## config.mk

```make
export PLATFORM = sky130hd
export DESIGN_NAME = mop_issue_pipe
export DESIGN_NICKNAME = d
export VERILOG_FILES = /design/src/rtl/mop_issue_pipe_pkg.sv /design/src/rtl/mop_scoreboard.sv /design/src/rtl/mop_issue_pipe.sv
export SDC_FILE = /design/constraint.sdc
export NUM_CORES = 2
export LEC_CHECK = 0
export BUFFER_PORTS_ARGS = -buffer_cell sky130_fd_sc_hd__buf_2
export CORE_AREA = 2 2 547 549
export DETAILED_ROUTE_END_ITERATION = 6
export DIE_AREA = 0 0 549 551
export REMOVE_ABC_BUFFERS = 1
export SYNTH_ARGS = -nofsm -noshare
export SYNTH_HDL_FRONTEND = slang
export SYNTH_SLANG_ARGS = --single-unit
```

## constraint.sdc

```tcl
create_clock -name clk -period 106.7 [get_ports clk]
set_clock_uncertainty 0.15 [all_clocks]
set_input_delay 16.005 -clock clk [delete_from_list [all_inputs] [get_ports clk]]
set_output_delay 16.005 -clock clk [all_outputs]
set_load 0.01 [all_outputs]
```

## src/rtl/mop_issue_pipe_pkg.sv

```systemverilog
`default_nettype none
// ============================================================================
// Module      : mop_issue_pipe_pkg
// Description : Shared constants and stage record for the micro-op issue pipe.
// Revision    : 1.0 - initial release
// ============================================================================
package mop_issue_pipe_pkg;

    localparam int c_ADDR_W = 9;
    localparam int c_CTRL_W = 32;

    // Datapath unit latencies, in cycles
    localparam int c_LAT_READ    = 2;
    localparam int c_LAT_PREADD  = 1;
    localparam int c_LAT_UINT    = 4;
    localparam int c_LAT_QPMM    = 58;
    localparam int c_LAT_CMUL    = 1;
    localparam int c_LAT_POSTADD = 3;
    localparam int c_LAT_WRITE   = 2;

    localparam int c_DEPTH = c_LAT_READ + c_LAT_PREADD + c_LAT_UINT + c_LAT_QPMM
                           + c_LAT_CMUL + c_LAT_POSTADD + c_LAT_WRITE + 1;
    // RAM write port is driven from the first write stage
    localparam int c_WR_STAGE = c_DEPTH - c_LAT_WRITE;

    localparam int c_N_TAPS      = 5;
    localparam int c_TAP_PREADD  = c_LAT_READ;
    localparam int c_TAP_UINT    = c_TAP_PREADD + c_LAT_PREADD;
    localparam int c_TAP_QPMM    = c_TAP_UINT + c_LAT_UINT;
    localparam int c_TAP_CMUL    = c_TAP_QPMM + c_LAT_QPMM;
    localparam int c_TAP_POSTADD = c_TAP_CMUL + c_LAT_CMUL;

    localparam logic [c_N_TAPS*8-1:0] c_TAP_POS = {
        8'(c_TAP_POSTADD), 8'(c_TAP_CMUL), 8'(c_TAP_QPMM),
        8'(c_TAP_UINT), 8'(c_TAP_PREADD)
    };

    typedef struct packed {
        logic                valid;
        logic                we;
        logic [c_ADDR_W-1:0] dst;
        logic [c_CTRL_W-1:0] ctrl;
    } mop_stage_t;

endpackage
`default_nettype wire

```

## src/rtl/mop_scoreboard.sv

```systemverilog
`default_nettype none
// ============================================================================
// Module      : mop_scoreboard
// Description : Parallel RAW comparators of the offered sources against
//               uncommitted in-flight destinations.
// Revision    : 1.0 - initial release
// ============================================================================
module mop_scoreboard #(
    parameter int ADDR_W   = 9,
    parameter int N_STAGES = 71
) (
    input  logic                         i_valid,
    input  logic [1:0]                   i_rd,
    input  logic [ADDR_W-1:0]            i_src0,
    input  logic [ADDR_W-1:0]            i_src1,
    input  logic [N_STAGES-1:0]          i_stage_vwe,
    input  logic [N_STAGES*ADDR_W-1:0]   i_stage_dst,
    output logic                         o_hazard
);

    logic [N_STAGES-1:0] w_match;

    for (genvar k = 0; k < N_STAGES; k++) begin : g_cmp
        logic [ADDR_W-1:0] w_dst;
        assign w_dst      = i_stage_dst[k*ADDR_W +: ADDR_W];
        assign w_match[k] = i_stage_vwe[k] &
                            ((i_rd[0] & (i_src0 == w_dst)) |
                             (i_rd[1] & (i_src1 == w_dst)));
    end

    assign o_hazard = i_valid & (|w_match);

endmodule
`default_nettype wire

```

## src/rtl/mop_issue_pipe.sv

```systemverilog
`default_nettype none
// ============================================================================
// Module      : mop_issue_pipe
// Description : Micro-op issue with RAW stall, DEPTH-stage delay line,
//               control taps, write-back port and performance counters.
// Revision    : 1.0 - initial release
// ============================================================================
module mop_issue_pipe
    import mop_issue_pipe_pkg::*;
#(
    parameter int                  ADDR_W   = c_ADDR_W,
    parameter int                  CTRL_W   = c_CTRL_W,
    parameter int                  DEPTH    = c_DEPTH,
    parameter int                  WR_STAGE = c_WR_STAGE,
    parameter int                  N_TAPS   = c_N_TAPS,
    parameter logic [N_TAPS*8-1:0] TAP_POS  = c_TAP_POS,
    parameter int                  CNT_W    = 24
) (
    input  logic                       clk,
    input  logic                       rst,
    input  logic                       flush,
    input  logic                       clr_cnt,
    input  logic                       in_valid,
    output logic                       in_ready,
    input  logic [ADDR_W-1:0]          in_src0,
    input  logic [ADDR_W-1:0]          in_src1,
    input  logic [1:0]                 in_rd,
    input  logic [ADDR_W-1:0]          in_dst,
    input  logic                       in_we,
    input  logic [CTRL_W-1:0]          in_ctrl,
    output logic [N_TAPS-1:0]          tap_valid,
    output logic [N_TAPS*CTRL_W-1:0]   tap_ctrl,
    output logic [N_TAPS*ADDR_W-1:0]   tap_dst,
    output logic                       wr_en,
    output logic [ADDR_W-1:0]          wr_addr,
    output logic                       busy,
    output logic                       hazard,
    output logic [CNT_W-1:0]           cycle_cnt,
    output logic [CNT_W-1:0]           stall_cnt
);

    typedef struct packed {
        logic              valid;
        logic              we;
        logic [ADDR_W-1:0] dst;
        logic [CTRL_W-1:0] ctrl;
    } stage_t;

    stage_t r_stage [DEPTH];

    logic                           w_hazard;
    logic                           w_ready;
    logic                           w_accept;
    logic [DEPTH-1:0]               w_valid_vec;
    logic [WR_STAGE:0]              w_sb_vwe;
    logic [(WR_STAGE+1)*ADDR_W-1:0] w_sb_dst;
    logic [CNT_W-1:0]               r_cycle_cnt;
    logic [CNT_W-1:0]               r_stall_cnt;

    for (genvar k = 0; k < DEPTH; k++) begin : g_vvec
        assign w_valid_vec[k] = r_stage[k].valid;
    end

    // Stages past WR_STAGE have committed and no longer block readers
    for (genvar k = 0; k <= WR_STAGE; k++) begin : g_sb
        assign w_sb_vwe[k]                 = r_stage[k].valid & r_stage[k].we;
        assign w_sb_dst[k*ADDR_W +: ADDR_W] = r_stage[k].dst;
    end

    mop_scoreboard #(
        .ADDR_W   (ADDR_W),
        .N_STAGES (WR_STAGE + 1)
    ) u_scoreboard (
        .i_valid     (in_valid),
        .i_rd        (in_rd),
        .i_src0      (in_src0),
        .i_src1      (in_src1),
        .i_stage_vwe (w_sb_vwe),
        .i_stage_dst (w_sb_dst),
        .o_hazard    (w_hazard)
    );

    assign w_ready  = ~w_hazard & ~flush;
    assign w_accept = in_valid & w_ready;

    always_ff @(posedge clk or posedge rst) begin
        if (rst) begin
            for (int k = 0; k < DEPTH; k++) begin
                r_stage[k] <= '0;
            end
        end else begin
            if (w_accept) begin
                r_stage[0] <= '{valid: 1'b1, we: in_we, dst: in_dst, ctrl: in_ctrl};
            end else begin
                r_stage[0] <= '0;
            end
            for (int k = 1; k < DEPTH; k++) begin
                r_stage[k] <= r_stage[k-1];
                if (flush) begin
                    r_stage[k].valid <= 1'b0;
                end
            end
        end
    end

    for (genvar i = 0; i < N_TAPS; i++) begin : g_tap
        localparam int c_POS = int'(TAP_POS[i*8 +: 8]);
        assign tap_valid[i]                = r_stage[c_POS].valid;
        assign tap_ctrl[i*CTRL_W +: CTRL_W] = r_stage[c_POS].valid ? r_stage[c_POS].ctrl : '0;
        assign tap_dst[i*ADDR_W +: ADDR_W]  = r_stage[c_POS].dst;
    end

    always_ff @(posedge clk or posedge rst) begin
        if (rst) begin
            r_cycle_cnt <= '0;
            r_stall_cnt <= '0;
        end else if (clr_cnt) begin
            r_cycle_cnt <= '0;
            r_stall_cnt <= '0;
        end else begin
            if ((busy | in_valid) && (r_cycle_cnt != '1)) begin
                r_cycle_cnt <= r_cycle_cnt + CNT_W'(1);
            end
            if ((in_valid & ~w_ready) && (r_stall_cnt != '1)) begin
                r_stall_cnt <= r_stall_cnt + CNT_W'(1);
            end
        end
    end

    assign in_ready  = w_ready;
    assign hazard    = w_hazard;
    assign busy      = |w_valid_vec;
    assign wr_en     = r_stage[WR_STAGE].valid & r_stage[WR_STAGE].we & ~flush;
    assign wr_addr   = r_stage[WR_STAGE].dst;
    assign cycle_cnt = r_cycle_cnt;
    assign stall_cnt = r_stall_cnt;

endmodule
`default_nettype wire

```

== After elaboration in Yosys (flattened, before gate mapping) ==
Index checks and enable logic that the tools add are counted.

* Flip-flop bits (word level): 2974
* Word-level logic and storage cells: 880
* Input port bits: 67
* Output and inout bits: 271

* Bitwise gates (word level): 364
* Add/subtract/negate cells: 2
* Equal/unequal tests: 144
* Muxes and demuxes: 81
* Reductions and logical operators: 6

{| class="wikitable"
|+ Operator list
! cell !! number
|-
| equality test 9 bit || 142
|-
| bitwise AND 1 bit || 289
|-
| 2-to-1 mux 32 bit || 5
|-
| 2-to-1 mux 24 bit || 4
|-
| OR 1 bit || 72
|-
| OR reduction 72 bit || 1
|-
| 2-to-1 mux 1 bit || 71
|-
| OR reduction 71 bit || 1
|-
| adder 24 x 1 -> 24 bit, second input constant || 2
|-
| inequality test 24 bit, second input constant || 2
|-
| 2-to-1 mux 43 bit || 1
|-
| nonzero test 2 bit || 2
|-
| inverter 1 bit || 3
|-
| logical AND 1 bit || 2
|}

== Depth between registers and ports, before layout ==
* Depth after elaboration: 13
* Depth in mapped cells: 16
* Gate-level depth less buffers: 9

== By module ==
From an unflattened synthesis, not the netlist that was laid out.

* Cell total of the unflattened synthesis: 5658
* Area, all modules: 94808.4 um2

{| class="wikitable"
|+ Modules (own cells, without submodules)
! module !! seq. area each (um2) !! times used !! area an instance (um2) !! cells each
|-
| mop_issue_pipe || 74421.4 || 1 || 78621.7 || 3666
|-
| mop_scoreboard || 0.0 || 1 || 16186.8 || 1992
|}

== Worst setup path before layout ==
Ideal clock, no wire load.

* Kind: input to output
* From: input port in_src0[1]
* To: output port in_ready
* Data arrival time: 18.135 ns
* Buffers on the path: 3
* Slack: 72.410 ns
* Required time: 90.545 ns
* Stages: 12
* Cells stage by stage: buf_4 -> buf_12 -> buf_12 -> xnor2_1 -> nand4_1 -> nor3_1 -> nor4_1 -> nand4_1 -> or4b_4 -> nor3_1 -> nor2b_1 -> nor2_1

* Longest elaborated chain between the ends: 8
* Elaborated cells between the ends (all ways): 288
* Classes of those cells: eq/ne (71); bitwise (216); reduce/logical (1)

{| class="wikitable"
|+ RTL lines
! element !! RTL line !! source
|-
| start: declaration || mop_issue_pipe.sv:25 || <nowiki>input logic [ADDR_W-1:0] in_src0,</nowiki>
|-
| equality test 9 bit || mop_scoreboard.sv:27 || <nowiki>((i_rd[0] & (i_src0 == w_dst)) |</nowiki>
|-
| bitwise AND 1 bit || mop_scoreboard.sv:27 ||
|-
| OR 1 bit || mop_scoreboard.sv:27 ||
|-
| bitwise AND 1 bit || mop_scoreboard.sv:26 || <nowiki>assign w_match[k] = i_stage_vwe[k] &</nowiki>
|-
| OR reduction 71 bit (*) || mop_scoreboard.sv:31 || <nowiki>assign o_hazard = i_valid & (|w_match);</nowiki>
|-
| bitwise AND 1 bit (*) || mop_scoreboard.sv:31 ||
|-
| via hazard || mop_issue_pipe.sv:37 || <nowiki>output logic hazard,</nowiki>
|-
| inverter 1 bit (*) || mop_issue_pipe.sv:83 || <nowiki>assign w_ready = ~w_hazard & ~flush;</nowiki>
|-
| bitwise AND 1 bit (*) || mop_issue_pipe.sv:83 ||
|-
| end: declaration || mop_issue_pipe.sv:24 || <nowiki>output logic in_ready,</nowiki>
|}

The timed path passes the listed nets; every way through them passes the cells marked *.

== Worst setup path after layout ==
* From: input port in_src1[7]
* To: output port in_ready

* Longest elaborated chain between the ends: 8
* Elaborated cells between the ends (all ways): 288
* Classes of those cells: eq/ne (71); bitwise (216); reduce/logical (1)

{| class="wikitable"
|+ RTL lines
! element !! RTL line !! source
|-
| start: declaration || mop_issue_pipe.sv:26 || <nowiki>input logic [ADDR_W-1:0] in_src1,</nowiki>
|-
| equality test 9 bit || mop_scoreboard.sv:28 || <nowiki>(i_rd[1] & (i_src1 == w_dst)));</nowiki>
|-
| bitwise AND 1 bit || mop_scoreboard.sv:28 ||
|-
| OR 1 bit || mop_scoreboard.sv:27 ||
|-
| bitwise AND 1 bit || mop_scoreboard.sv:26 ||
|-
| OR reduction 71 bit (*) || mop_scoreboard.sv:31 ||
|-
| bitwise AND 1 bit (*) || mop_scoreboard.sv:31 ||
|-
| inverter 1 bit (*) || mop_issue_pipe.sv:83 ||
|-
| bitwise AND 1 bit (*) || mop_issue_pipe.sv:83 ||
|}

Mark *: on every way between the ends. The rest lies on a longest branch, timed or not.

==> metrics.txt <==
outcome=completed; crit-path max cell delay=0.84 ns; syn avg cell area=16.8 um^2; IO Pins=338; Core Region=296000 um^2; setup_tns=0 ns; Slew Viols, Final=0; Design Power=0.00234 W; most common cell after layout, fill and taps aside=dfrtp_1; EDFF count, synth=0; ys async rst share=100%; IO Port Bufs=337; leakage power=52.3 nW; fmax=27.3 MHz; CTS Buffer Depth=4; DP HPWL=117000 um; Overall Global Routing Usage=13.0%; Critical Path End Type=output pin; Worst-path clk slew=0.06 ns; Fin. Hold Viols=0; Slowest cell on crit path=nor4_1; Seq/Total Area, Yosys=78.6%; highest-count cells in the layout ignoring fill and taps=2973 x dfrtp_1, 964 x xnor2_1, 357 x nand4_1; first-pass GRT wire length=304000 um; CTS tree=built; crit path cell chain=buf_6 > buf_4 > xnor2_1 > nand4_1 > nor3_1 > nor4_1 > nand4_1 > or4b_4 > nor3_1 > nor2b_1 > nor2_1 > buf_2; drt total wl=195000 um; Synth top area share=78.6%; vias in the first global route=48600; initial core utilization=32.0%; Filler cells=27500; chip width=549 um; DRC Markers=0; largest cells by area after synthesis=dfrtp_1 79%, xnor2_1 8.9%, xor2_1 3.0%; RePlAce Congestion=0.874; Vias/cell=4.39; Setup Fix Bufs, Post-CTS=0; Max Cap Viol=0; CTS Sinks=2974; actual slew at the worst max-slew pin=1.34 ns; Setup violations, final=0; worst-path fanout max=43; Top FF cell, synth=dfrtp_1; cts-stage hold buffer count=0; Max H-tree Level=5; GRT overflow=0; Reg2Reg Depth=10; Final Cycle Share=34.3%; initial antenna violation count=9; routed via count=45200; Hold WS=0.155 ns; synthesized cell area=94700 um^2; post-CTS resize count=0; area leader, netlist=dfrtp_1; Starting DRT DRC Count=3611; Yosys warnings=0; largest net degree at the start of global routing=175; Synth-to-Final Area Change=16.4%; post-DR wirelength/cell=19.0 um; Cell variety after synth=43; HP Class=reg2reg; P per Cell Area=21.2 nW/um^2; Slew HR=9.66%; post-route ant nets=0; standard-cell rows=200; RSZ-0062 raised after global routing=no; Tmin final=36.59 ns; CTS buffer count=305; Peak supply drop=12.8 uV; worst-skew pair later-pin latency=0.81 ns; worst path required time=90.55 ns; CTS Root Cell=clkbuf_16; ratio of cells with drive above 1 in the final layout=14.6%; Post-Synthesis Cells=5650; DIE AREA=302000 um^2; synthesis-stage register bit count=2974; critical setup path kind=in2out; Die Ht=551 um; DRT Pass-1 Iters=5; Setup crit start kind=input pin; hold path depth=0; crit path DAT=20.43 ns; Final #Nets=6168
cell type report:
class / count / area (um^2) / share of cell area, %
repair buffers: 409 / 2390 / 2.17
multi-input cells: 2403 / 18100 / 16.4
flip-flops and latches: 2974 / 74400 / 67.5
diodes: 5 / 12.5 / 0.0114
well taps: 3939 / 4930 / 4.47
clock buffers: 428 / 8830 / 8.01
inverters: 6 / 30.0 / 0.0272
clock inverters: 113 / 1520 / 1.37
state kept, by name (all words and copies together), names as in the netlist:
signal	flops
tap_valid	5
cycle_cnt	24
stall_cnt	24
r_stage	2867
tap_dst	45
wr_addr	9
path summary, 6_finish.rpt:
| check | from | slack (ns) | end |
|---|---|---|---|
| worst max-delay path | in_src1[7] | 70.11 | in_ready |
| max in group asynchronous | rst | 86.32 | r_stage[2611] |
| worst max register to register | r_stage[1286] | 102.23 | r_stage[3082] |
| worst min-delay path | r_stage[398] | 0.15 | r_stage[355] |
| min in group asynchronous | rst | 15.17 | r_stage[319] |
| worst min register to register | r_stage[398] | 0.15 | r_stage[355] |
through the flow:
stage / std cells / utilization, % / instance area (um^2) / setup slack (ns)
2_1_floorplan: 5383 / - / 92500 / 6.44
3_3_place_gp: 9730 / 33.7 / 99900 / 70.15
3_5_place_dp: 9731 / 33.7 / 99900 / 70.16
4_1_cts: 10300 / 37.2 / 110000 / 70.16
5_1_grt: 10300 / 37.2 / 110000 / 70.01
6_report: 10300 / 37.2 / 110000 / 70.11
cell families (layout without fill, tap and decap cells):
group,Yosys count,in the layout,synth area share (%)
compound gates,93,93,0.654
simple gates,1016,1016,6.47
xor+xnor,1291,1291,11.9
fa+ha+maj,2,2,0.0264
mux,1,1,0.0106
buf+inv,273,956,2.30
other cells,0,5,0
flops,2974,2974,78.6
synth_stat cells, drive strengths merged, types with 22 or more instances:
cell	instances
nor4	125
nand2	41
or4	26
nor2	22
xnor2	964
nor3	106
buf	214
and2	208
a21oi	52
nand3	22
dfrtp	2974
xor2	327
nor2b	72
clkbuf	53
nand4	357
power breakdown:
part,switching (W),internal [W]
Sequential,0.0000167,0.00116
Combinational,0.0000563,0.0000269
Clock,0.000423,0.000654
worst max-delay path, delay by kind of cell:
family | cells | cell delay, ns
xor+xnor | 1 | 0.15
buf+inv | 3 | 1.41
simple gates | 8 | 2.75
per-layer routing:
layer | vias to the layer above | GRT usage, % | share of wire (%)
met3 | 547 | 3.78 | 8.4
met1 | 23600 | 18.1 | 44
met5 | - | 0 | 0.0067
li1 | 19400 | - | -
met4 | 2 | 5.49 | 4.1
met2 | 1669 | 19.1 | 43
No activity file was read; power rests on OpenSTA's default activity.
